$ cat src/rtl/mem_arb_pkg.sv
// Shared types and constants for the two-requester memory port arbiter.
package mem_arb_pkg;

  typedef enum logic [2:0] {
    ST_IDLE        = 3'd0,
    ST_READ_WAIT   = 3'd1,
    ST_WRITE_SETUP = 3'd2,
    ST_WRITE_WAIT  = 3'd3,
    ST_RELEASE     = 3'd4
  } arb_state_e;

  localparam logic [1:0] WM_NONE = 2'b00;
  localparam logic [1:0] WM_BYTE = 2'b01;
  localparam logic [1:0] WM_HALF = 2'b10;
  localparam logic [1:0] WM_WORD = 2'b11;

  function automatic logic is_write_mode(input logic [1:0] wm);
    return (wm != WM_NONE);
  endfunction

endpackage

$ cat src/rtl/rr_pick2.sv
// Two-way round-robin pick: a sole requester wins, a tie goes to the side
// that did not win last time.
module rr_pick2 (
  input  logic req0,
  input  logic req1,
  input  logic last_grant,
  output logic grant_valid,
  output logic grant_id
);

  always_comb begin
    grant_valid = req0 | req1;
    if (req0 && req1) begin
      grant_id = ~last_grant;
    end else begin
      grant_id = req1;
    end
  end

endmodule

$ cat src/rtl/mem_port_arbiter.sv
// Shares one byte-addressable memory port between m0 (core) and m1 (debug),
// sequencing fixed-latency reads and done/error-terminated writes.
module mem_port_arbiter
  import mem_arb_pkg::*;
#(
  parameter int ADDR_W        = 32,
  parameter int READ_LATENCY  = 2,
  parameter int WRITE_TIMEOUT = 64
) (
  input  logic              clk,
  input  logic              rst,
  input  logic              m0_req,
  input  logic              m1_req,
  input  logic [ADDR_W-1:0] m0_addr,
  input  logic [ADDR_W-1:0] m1_addr,
  input  logic [1:0]        m0_write_mode,
  input  logic [1:0]        m1_write_mode,
  input  logic [31:0]       m0_wdata,
  input  logic [31:0]       m1_wdata,
  output logic              m0_ack,
  output logic              m1_ack,
  output logic              m0_err,
  output logic              m1_err,
  output logic [31:0]       m0_rdata_word,
  output logic [31:0]       m1_rdata_word,
  output logic [15:0]       m0_rdata_half,
  output logic [15:0]       m1_rdata_half,
  output logic [7:0]        m0_rdata_byte,
  output logic [7:0]        m1_rdata_byte,
  output logic [ADDR_W-1:0] mem_address,
  output logic [1:0]        mem_write_mode,
  output logic [7:0]        mem_write_byte,
  output logic [15:0]       mem_write_half_word,
  output logic [31:0]       mem_write_word,
  input  logic              mem_done,
  input  logic              mem_error,
  input  logic [7:0]        mem_byte_output,
  input  logic [15:0]       mem_half_word_output,
  input  logic [31:0]       mem_word_output
);

  localparam int CNT_MAX = (READ_LATENCY > WRITE_TIMEOUT) ? READ_LATENCY : WRITE_TIMEOUT;
  localparam int CNT_W   = $clog2(CNT_MAX + 1);

  arb_state_e         state_q, state_d;
  logic               owner_q, owner_d;
  logic               last_grant_q, last_grant_d;
  logic [CNT_W-1:0]   cnt_q, cnt_d;
  logic               err_flag_q, err_flag_d;
  logic [ADDR_W-1:0]  mem_address_q, mem_address_d;
  logic [1:0]         mem_write_mode_q, mem_write_mode_d;
  logic [31:0]        wdata_q, wdata_d;
  logic [1:0][31:0]   rdata_word_q, rdata_word_d;
  logic [1:0][15:0]   rdata_half_q, rdata_half_d;
  logic [1:0][7:0]    rdata_byte_q, rdata_byte_d;
  logic [1:0]         ack_q, ack_d;
  logic [1:0]         err_pulse_q, err_pulse_d;

  logic               grant_valid;
  logic               grant_id;
  logic [ADDR_W-1:0]  sel_addr;
  logic [1:0]         sel_wm;
  logic [31:0]        sel_wdata;

  rr_pick2 u_pick (
    .req0        (m0_req),
    .req1        (m1_req),
    .last_grant  (last_grant_q),
    .grant_valid (grant_valid),
    .grant_id    (grant_id)
  );

  always_comb begin
    if (grant_id) begin
      sel_addr  = m1_addr;
      sel_wm    = m1_write_mode;
      sel_wdata = m1_wdata;
    end else begin
      sel_addr  = m0_addr;
      sel_wm    = m0_write_mode;
      sel_wdata = m0_wdata;
    end
  end

  always_comb begin
    state_d          = state_q;
    owner_d          = owner_q;
    last_grant_d     = last_grant_q;
    cnt_d            = cnt_q;
    err_flag_d       = err_flag_q;
    mem_address_d    = mem_address_q;
    mem_write_mode_d = mem_write_mode_q;
    wdata_d          = wdata_q;
    rdata_word_d     = rdata_word_q;
    rdata_half_d     = rdata_half_q;
    rdata_byte_d     = rdata_byte_q;
    ack_d            = 2'b00;
    err_pulse_d      = 2'b00;

    case (state_q)
      ST_IDLE: begin
        if (grant_valid) begin
          owner_d       = grant_id;
          last_grant_d  = grant_id;
          cnt_d         = '0;
          err_flag_d    = 1'b0;
          mem_address_d = sel_addr;
          wdata_d       = sel_wdata;
          if (is_write_mode(sel_wm)) begin
            state_d          = ST_WRITE_SETUP;
            mem_write_mode_d = sel_wm;
          end else begin
            state_d          = ST_READ_WAIT;
            mem_write_mode_d = WM_NONE;
          end
        end else begin
          mem_write_mode_d = WM_NONE;
        end
      end

      // Memory output is valid on the last counted cycle; capture it there.
      ST_READ_WAIT: begin
        if (cnt_q == CNT_W'(READ_LATENCY - 1)) begin
          rdata_word_d[owner_q] = mem_word_output;
          rdata_half_d[owner_q] = mem_half_word_output;
          rdata_byte_d[owner_q] = mem_byte_output;
          ack_d[owner_q]        = 1'b1;
          cnt_d                 = '0;
          state_d               = ST_IDLE;
        end else begin
          cnt_d = cnt_q + CNT_W'(1);
        end
      end

      ST_WRITE_SETUP: begin
        cnt_d   = '0;
        state_d = ST_WRITE_WAIT;
      end

      // Error wins over done; the strobe is dropped as we leave.
      ST_WRITE_WAIT: begin
        if (mem_error) begin
          err_flag_d       = 1'b1;
          mem_write_mode_d = WM_NONE;
          state_d          = ST_RELEASE;
        end else if (mem_done) begin
          mem_write_mode_d = WM_NONE;
          state_d          = ST_RELEASE;
        end else if (cnt_q == CNT_W'(WRITE_TIMEOUT - 1)) begin
          err_flag_d       = 1'b1;
          mem_write_mode_d = WM_NONE;
          state_d          = ST_RELEASE;
        end else begin
          cnt_d = cnt_q + CNT_W'(1);
        end
      end

      ST_RELEASE: begin
        mem_write_mode_d     = WM_NONE;
        ack_d[owner_q]       = 1'b1;
        err_pulse_d[owner_q] = err_flag_q;
        err_flag_d           = 1'b0;
        cnt_d                = '0;
        state_d              = ST_IDLE;
      end

      default: begin
        mem_write_mode_d = WM_NONE;
        err_flag_d       = 1'b0;
        cnt_d            = '0;
        state_d          = ST_IDLE;
      end
    endcase
  end

  always_ff @(posedge clk or negedge rst) begin
    if (!rst) begin
      state_q          <= ST_IDLE;
      owner_q          <= 1'b0;
      last_grant_q     <= 1'b1;
      cnt_q            <= '0;
      err_flag_q       <= 1'b0;
      mem_address_q    <= '0;
      mem_write_mode_q <= WM_NONE;
      wdata_q          <= 32'h0000_0000;
      rdata_word_q     <= '0;
      rdata_half_q     <= '0;
      rdata_byte_q     <= '0;
      ack_q            <= 2'b00;
      err_pulse_q      <= 2'b00;
    end else begin
      state_q          <= state_d;
      owner_q          <= owner_d;
      last_grant_q     <= last_grant_d;
      cnt_q            <= cnt_d;
      err_flag_q       <= err_flag_d;
      mem_address_q    <= mem_address_d;
      mem_write_mode_q <= mem_write_mode_d;
      wdata_q          <= wdata_d;
      rdata_word_q     <= rdata_word_d;
      rdata_half_q     <= rdata_half_d;
      rdata_byte_q     <= rdata_byte_d;
      ack_q            <= ack_d;
      err_pulse_q      <= err_pulse_d;
    end
  end

  assign m0_ack              = ack_q[0];
  assign m1_ack              = ack_q[1];
  assign m0_err              = err_pulse_q[0];
  assign m1_err              = err_pulse_q[1];
  assign m0_rdata_word       = rdata_word_q[0];
  assign m1_rdata_word       = rdata_word_q[1];
  assign m0_rdata_half       = rdata_half_q[0];
  assign m1_rdata_half       = rdata_half_q[1];
  assign m0_rdata_byte       = rdata_byte_q[0];
  assign m1_rdata_byte       = rdata_byte_q[1];
  assign mem_address         = mem_address_q;
  assign mem_write_mode      = mem_write_mode_q;
  assign mem_write_byte      = wdata_q[7:0];
  assign mem_write_half_word = wdata_q[15:0];
  assign mem_write_word      = wdata_q;

endmodule

$ cat config.mk
export PLATFORM = sky130hd
export DESIGN_NAME = mem_port_arbiter
export DESIGN_NICKNAME = d
export VERILOG_FILES = /design/src/rtl/mem_arb_pkg.sv /design/src/rtl/rr_pick2.sv /design/src/rtl/mem_port_arbiter.sv
export SDC_FILE = /design/constraint.sdc
export NUM_CORES = 1
export LEC_CHECK = 0
export CORE_AREA = 2 2 198 103
export CTS_BUF_LIST = sky130_fd_sc_hd__clkbuf_16
export CTS_CLUSTER_DIAMETER = 150
export DETAILED_ROUTE_END_ITERATION = 10
export DIE_AREA = 0 0 200 105
export PLACE_DENSITY = 0.93
export SLEW_MARGIN = 20
export SYNTH_ARGS = -nofsm -noshare
export SYNTH_HDL_FRONTEND = slang
export SYNTH_SLANG_ARGS = --single-unit
$ cat constraint.sdc
create_clock -name clk -period 4.67 [get_ports clk]
set_input_delay 0.934 -clock clk [delete_from_list [all_inputs] [get_ports clk]]
set_output_delay 0.934 -clock clk [all_outputs]
set_load 0.005 [all_outputs]
==> results.md <==
- The critical path startpoint is state_q[1].
- The warning count from the yosys run is 0.
- The final-stage net count is 1217.
- Clock tree synthesis found a total of 195 sinks.
- The overall fraction of global-route tracks in use is 24.6%.
- Dividing the synthesized area by the synthesized cell count gives 13.0 sq um.
- The largest stage delay on the critical path is 0.54 ns.
- The post-route cell area is 13200 sq um.
- Setup repair after global routing left no endpoint under its margin.
- The final standard cell count with taps included and fillers excluded is 1301.
- The clock tree from TritonCTS is built.
- The internal power contribution is 5.62 mW.
- For this configuration, the core starts out at a cell density of 44.6%.
- Counting flops with an async set or reset pin after synthesis yields a share of 100%.
- The H-tree depth reported by CTS is 4.
- Synthesis produced a netlist with a net count of 852.
- The remaining antenna violation count after routing is 0.
- The number of pins with negative max-slew slack in the final report is 0.
- After synthesis, the cell types taking the most area are sky130_fd_sc_hd__dfrtp_1 (57%), sky130_fd_sc_hd__mux2i_1 (7.7%), sky130_fd_sc_hd__mux2_4 (7.0%).
- In the final routed layout, each cell accounts on average for 19.8 um.
- The final critical path time including I/O delays and setup is 2.76 ns.
- The overall routed net length is 25.7 mm.
- Summing every instance area after synthesis gives 8540 sq um.
- The core footprint is 19100 sq um.
- The floorplan die height is 105 um.
- At the end of the flow the core is filled with cells to 68.7%.
- The flop and latch count out of synthesis is 195.
- The synthesized netlist cell count is 656.
- Of all cell types, the one taking the most synthesized area is sky130_fd_sc_hd__dfrtp_1.
- The via count is 6552.
- The startpoint kind of the worst setup timing path is a flop.
- The number of library cell types mapped by synthesis is 42.
- The number of vias per cell is 5.04.
- For the final routed database, the setup TNS stands at 0 ns.
- In this run the power density over the cells is 618 nW/um^2.
- The instance area at placement is 12500 sq um.
- The final clock skew is 0.0152 ns.
- The maximum ir drop on the vdd rail is 0.335 mV.
- The worst pin sits at a relative slew slack of 47.7%.
- Setup violations remaining at the end of the flow were counted as 0.
- The data required time at the worst endpoint is 4.96 ns.
- The fraction of post-synthesis cell area in the top cell type by area is 56.8%.
- Per report_power, the clock group accounts for 18.5% of the total.
- The cts-stage hold buffer count is 0.
- The worst-path maximum fanout is 21.
- Of the synthesized area, sequential elements account for 57.2%.
- The final weighted congestion in routability-driven placement is 0.890.
- Summed over all layers, the global routing overflow is 0.
- The later pin in the worst-skew pair is clocked with a latency of 0.42 ns.
- For this block, the initial DRC count from the detailed router was 366.
- The total die area is 21000 sq um.
- The final-report hold violation count is 0.
- In this run the power spent charging and discharging nets is 2.51 mW.
- Relative to the synthesized area, the layout overhead comes to 54.0%.
- Input and output buffers added on the ports amount to 399.
- The maximum clock rate is 362 MHz.
- The via count of the first global-routing pass is 6864.
- The global routing met3 resource utilization is 8.91%.
- STA classifies the critical path endpoint as a flop.
- Traced cell by cell, the critical path runs through nor3_1 > nand3_1 > nor2_4 > buf_4 > mux2_1.
- Summing internal, switching and leakage power gives 8.13 mW.
- The cell with the biggest individual delay on the critical path is sky130_fd_sc_hd__nor3_1.
- Registers are responsible for 36.8% of the overall power.
- After detailed routing, the number of remaining DRC violations is 0.
- The run finished with clean final reports.
- The synthesized netlist devotes 0% of its cell area to XOR and XNOR gates.
- The synthesized design contains 0 enable-type register cells.
- The wire length of the first global-routing pass is 39.3 mm.
- The wire-length estimate of the detail-placed layout is 19.6 mm.
- The portion of synthesized area spent on multiplexers is 24.4%.
- The width of the die is 200 um.
- STA puts the critical path data arrival time at 3.05 ns.
- Including well taps, the total number of placed cells is 1268.
- The met1 routing resource usage after global routing is 31.3%.
- The clock passes through at most 2 buffers.
- The number of cells upsized or downsized after cts is 0.
- The initial antenna violation count is 4.
- The worst reg2reg path startpoint is state_q[1].
- The fraction of met2 tracks used by global routing is 39.7%.
- The share of layout cells above drive strength 1 is 11.5%.
- In this run, CTS created clock tree buffers numbering 17.
- In this run switching power makes up 30.8% of total power.
- The number of setup buffers added after CTS is 0.
- The setup path with the least slack is of type flop to flop.
- The busiest layer in global routing is met2.
- The first detailed-routing pass took 5 iterations.
- 400 I/O pins were placed.
- The main combinational cell family by area after synthesis is multiplexers.
- Across the run, the number of max-cap violations was 0.
- The clock-pin slew on the worst setup and hold paths is 0.07 ns.
- Among all flip-flop cells after synthesis, the most frequent one is sky130_fd_sc_hd__dfrtp_1.
- The transition at the pin with the smallest max-transition slack is 0.784 ns.
- The combinational share of power is 44.7%.
- The leakage component of the power is 5.68 nW.
- The fraction of the mapped netlist area in simple logic gates is 5.96%.
- The synthesized-area fraction occupied by ao, oa, aoi and oai cells is 6.68%.
- The cell sitting at the root of the clock tree is a sky130_fd_sc_hd__clkbuf_16.
- The largest net degree at the start of global routing is 91.
- The worst hold path belongs to the class flop to flop.
- The startpoint of the lowest-slack hold path is m0_rdata_word[17].
- Summing the areas of all fa, ha and maj instances in the mapped netlist gives 0.293% of the synthesized area.
- The final period utilization is 59.1%.
- The number of placement rows is 36.
==> Yosys cell counts (2+ instances only) <==
library cell and count:
sky130_fd_sc_hd__a211oi_1 5, sky130_fd_sc_hd__a21boi_0 2, sky130_fd_sc_hd__a21oi_1 71, sky130_fd_sc_hd__and2_1 2, sky130_fd_sc_hd__and3_1 3, sky130_fd_sc_hd__buf_2 19
sky130_fd_sc_hd__buf_4 31, sky130_fd_sc_hd__buf_6 4, sky130_fd_sc_hd__buf_8 4, sky130_fd_sc_hd__clkbuf_1 4, sky130_fd_sc_hd__dfrtp_1 194, sky130_fd_sc_hd__ha_1 2
sky130_fd_sc_hd__inv_1 6, sky130_fd_sc_hd__mux2_1 40, sky130_fd_sc_hd__mux2_2 33, sky130_fd_sc_hd__mux2_4 40, sky130_fd_sc_hd__mux2i_1 66, sky130_fd_sc_hd__nand2_1 6
sky130_fd_sc_hd__nand2b_1 3, sky130_fd_sc_hd__nand3_1 6, sky130_fd_sc_hd__nand4_1 2, sky130_fd_sc_hd__nor2_1 76, sky130_fd_sc_hd__nor3_1 4, sky130_fd_sc_hd__o21ai_0 7
sky130_fd_sc_hd__o21bai_1 2, sky130_fd_sc_hd__o22ai_1 3, sky130_fd_sc_hd__o31ai_1 6
==> per-layer routing <==
metal / vias to the layer above / wire [um]
met2: 245 / 12400
met4: 6 / 446
li1: 3013 / -
met3: 37 / 2340
met1: 3251 / 10500
met5: - / 39
==> placed cells by master (no fill, tap or decap), types with 6 or more instances in the layout <==
cell type                           n
sky130_fd_sc_hd__a21oi_1           71
sky130_fd_sc_hd__buf_4              6
sky130_fd_sc_hd__clkbuf_16         17
sky130_fd_sc_hd__clkdlybuf4s50_1  398
sky130_fd_sc_hd__dfrtp_1          194
sky130_fd_sc_hd__inv_1              7
sky130_fd_sc_hd__mux2_1            40
sky130_fd_sc_hd__mux2_2            33
sky130_fd_sc_hd__mux2_4            40
sky130_fd_sc_hd__mux2i_1           66
sky130_fd_sc_hd__nand2_1            6
sky130_fd_sc_hd__nand3_1            6
sky130_fd_sc_hd__nor2_1            75
sky130_fd_sc_hd__o21ai_0            7
sky130_fd_sc_hd__o31ai_1            6
==> logic make-up (layout without fill, tap and decap cells) <==
| family | count (synthesis) | after routing |
|---|---|---|
| buffers and inverters | 68 | 446 |
| multiplexers | 179 | 179 |
| flip-flops | 195 | 195 |
| adder cells (fa/ha/maj) | 2 | 2 |
| other | 0 | 1 |
| AND/OR/NAND/NOR | 111 | 111 |
| AO/OA/AOI/OAI | 101 | 101 |
==> state kept, by name, indices dropped and copies added, names as in the netlist <==
| name | cells |
|---|---|
| ack_q | 2 |
| cnt_q | 7 |
| err_flag_q | 1 |
| err_pulse_q | 2 |
| last_grant_q | 1 |
| m0_rdata_byte | 8 |
| m0_rdata_half | 16 |
| m0_rdata_word | 32 |
| m1_rdata_byte | 8 |
| m1_rdata_half | 16 |
| m1_rdata_word | 32 |
| mem_address | 32 |
| mem_write_mode | 2 |
| mem_write_word | 32 |
| owner_q | 1 |
| state_q | 3 |
==> metrics by stage <==
stage	setup slack, ns	hold WS, ns
2_1_floorplan	2.55	0.457
5_1_grt	1.70	0.507
3_5_place_dp	1.67	0.478
4_1_cts	1.86	0.493
6_report	1.91	0.490
3_3_place_gp	1.80	0.466
==> path summary, 6_finish.rpt <==
kind	to	slack, ns	cells past startpoint
hold / removal	m0_rdata_word[17]	0.49	1
max in group asynchronous	mem_write_word[27]	3.15	2
setup / recovery	m0_rdata_half[6]	1.91	5
hold reg to reg	m0_rdata_word[17]	0.49	1
setup reg to reg	m0_rdata_half[6]	1.91	5
min in group asynchronous	m1_rdata_byte[3]	0.55	1
==> cell type report <==
type	instances	area, sq um
Multi-Input combinational cell	393	3210
Clock buffer	17	425
Antenna cell	1	2.50
Timing Repair Buffer	408	4100
Inverter	6	22.5
Fill cell	1326	5990
Tap cell	266	333
Sequential cell	195	4880
Clock inverter	15	176
==> power by group through the flow <==
stage	registers, mW	clock network, mW	logic (mW)
floorplan	2.96	0	1.49
global placement	2.95	0	3.53
detailed placement	2.99	0	3.66
CTS	2.99	1.54	3.67
global route	3.09	1.62	3.89
finish	2.99	1.50	3.63
==> worst max-delay path, delay by kind of cell (launching register included) <==
kind	cells	cell delay (ns)
mux	1	0.38
simple gates	3	1.30
buf+inv	1	0.42
flops	1	0.52
No activity file was read; power rests on OpenSTA's default activity.
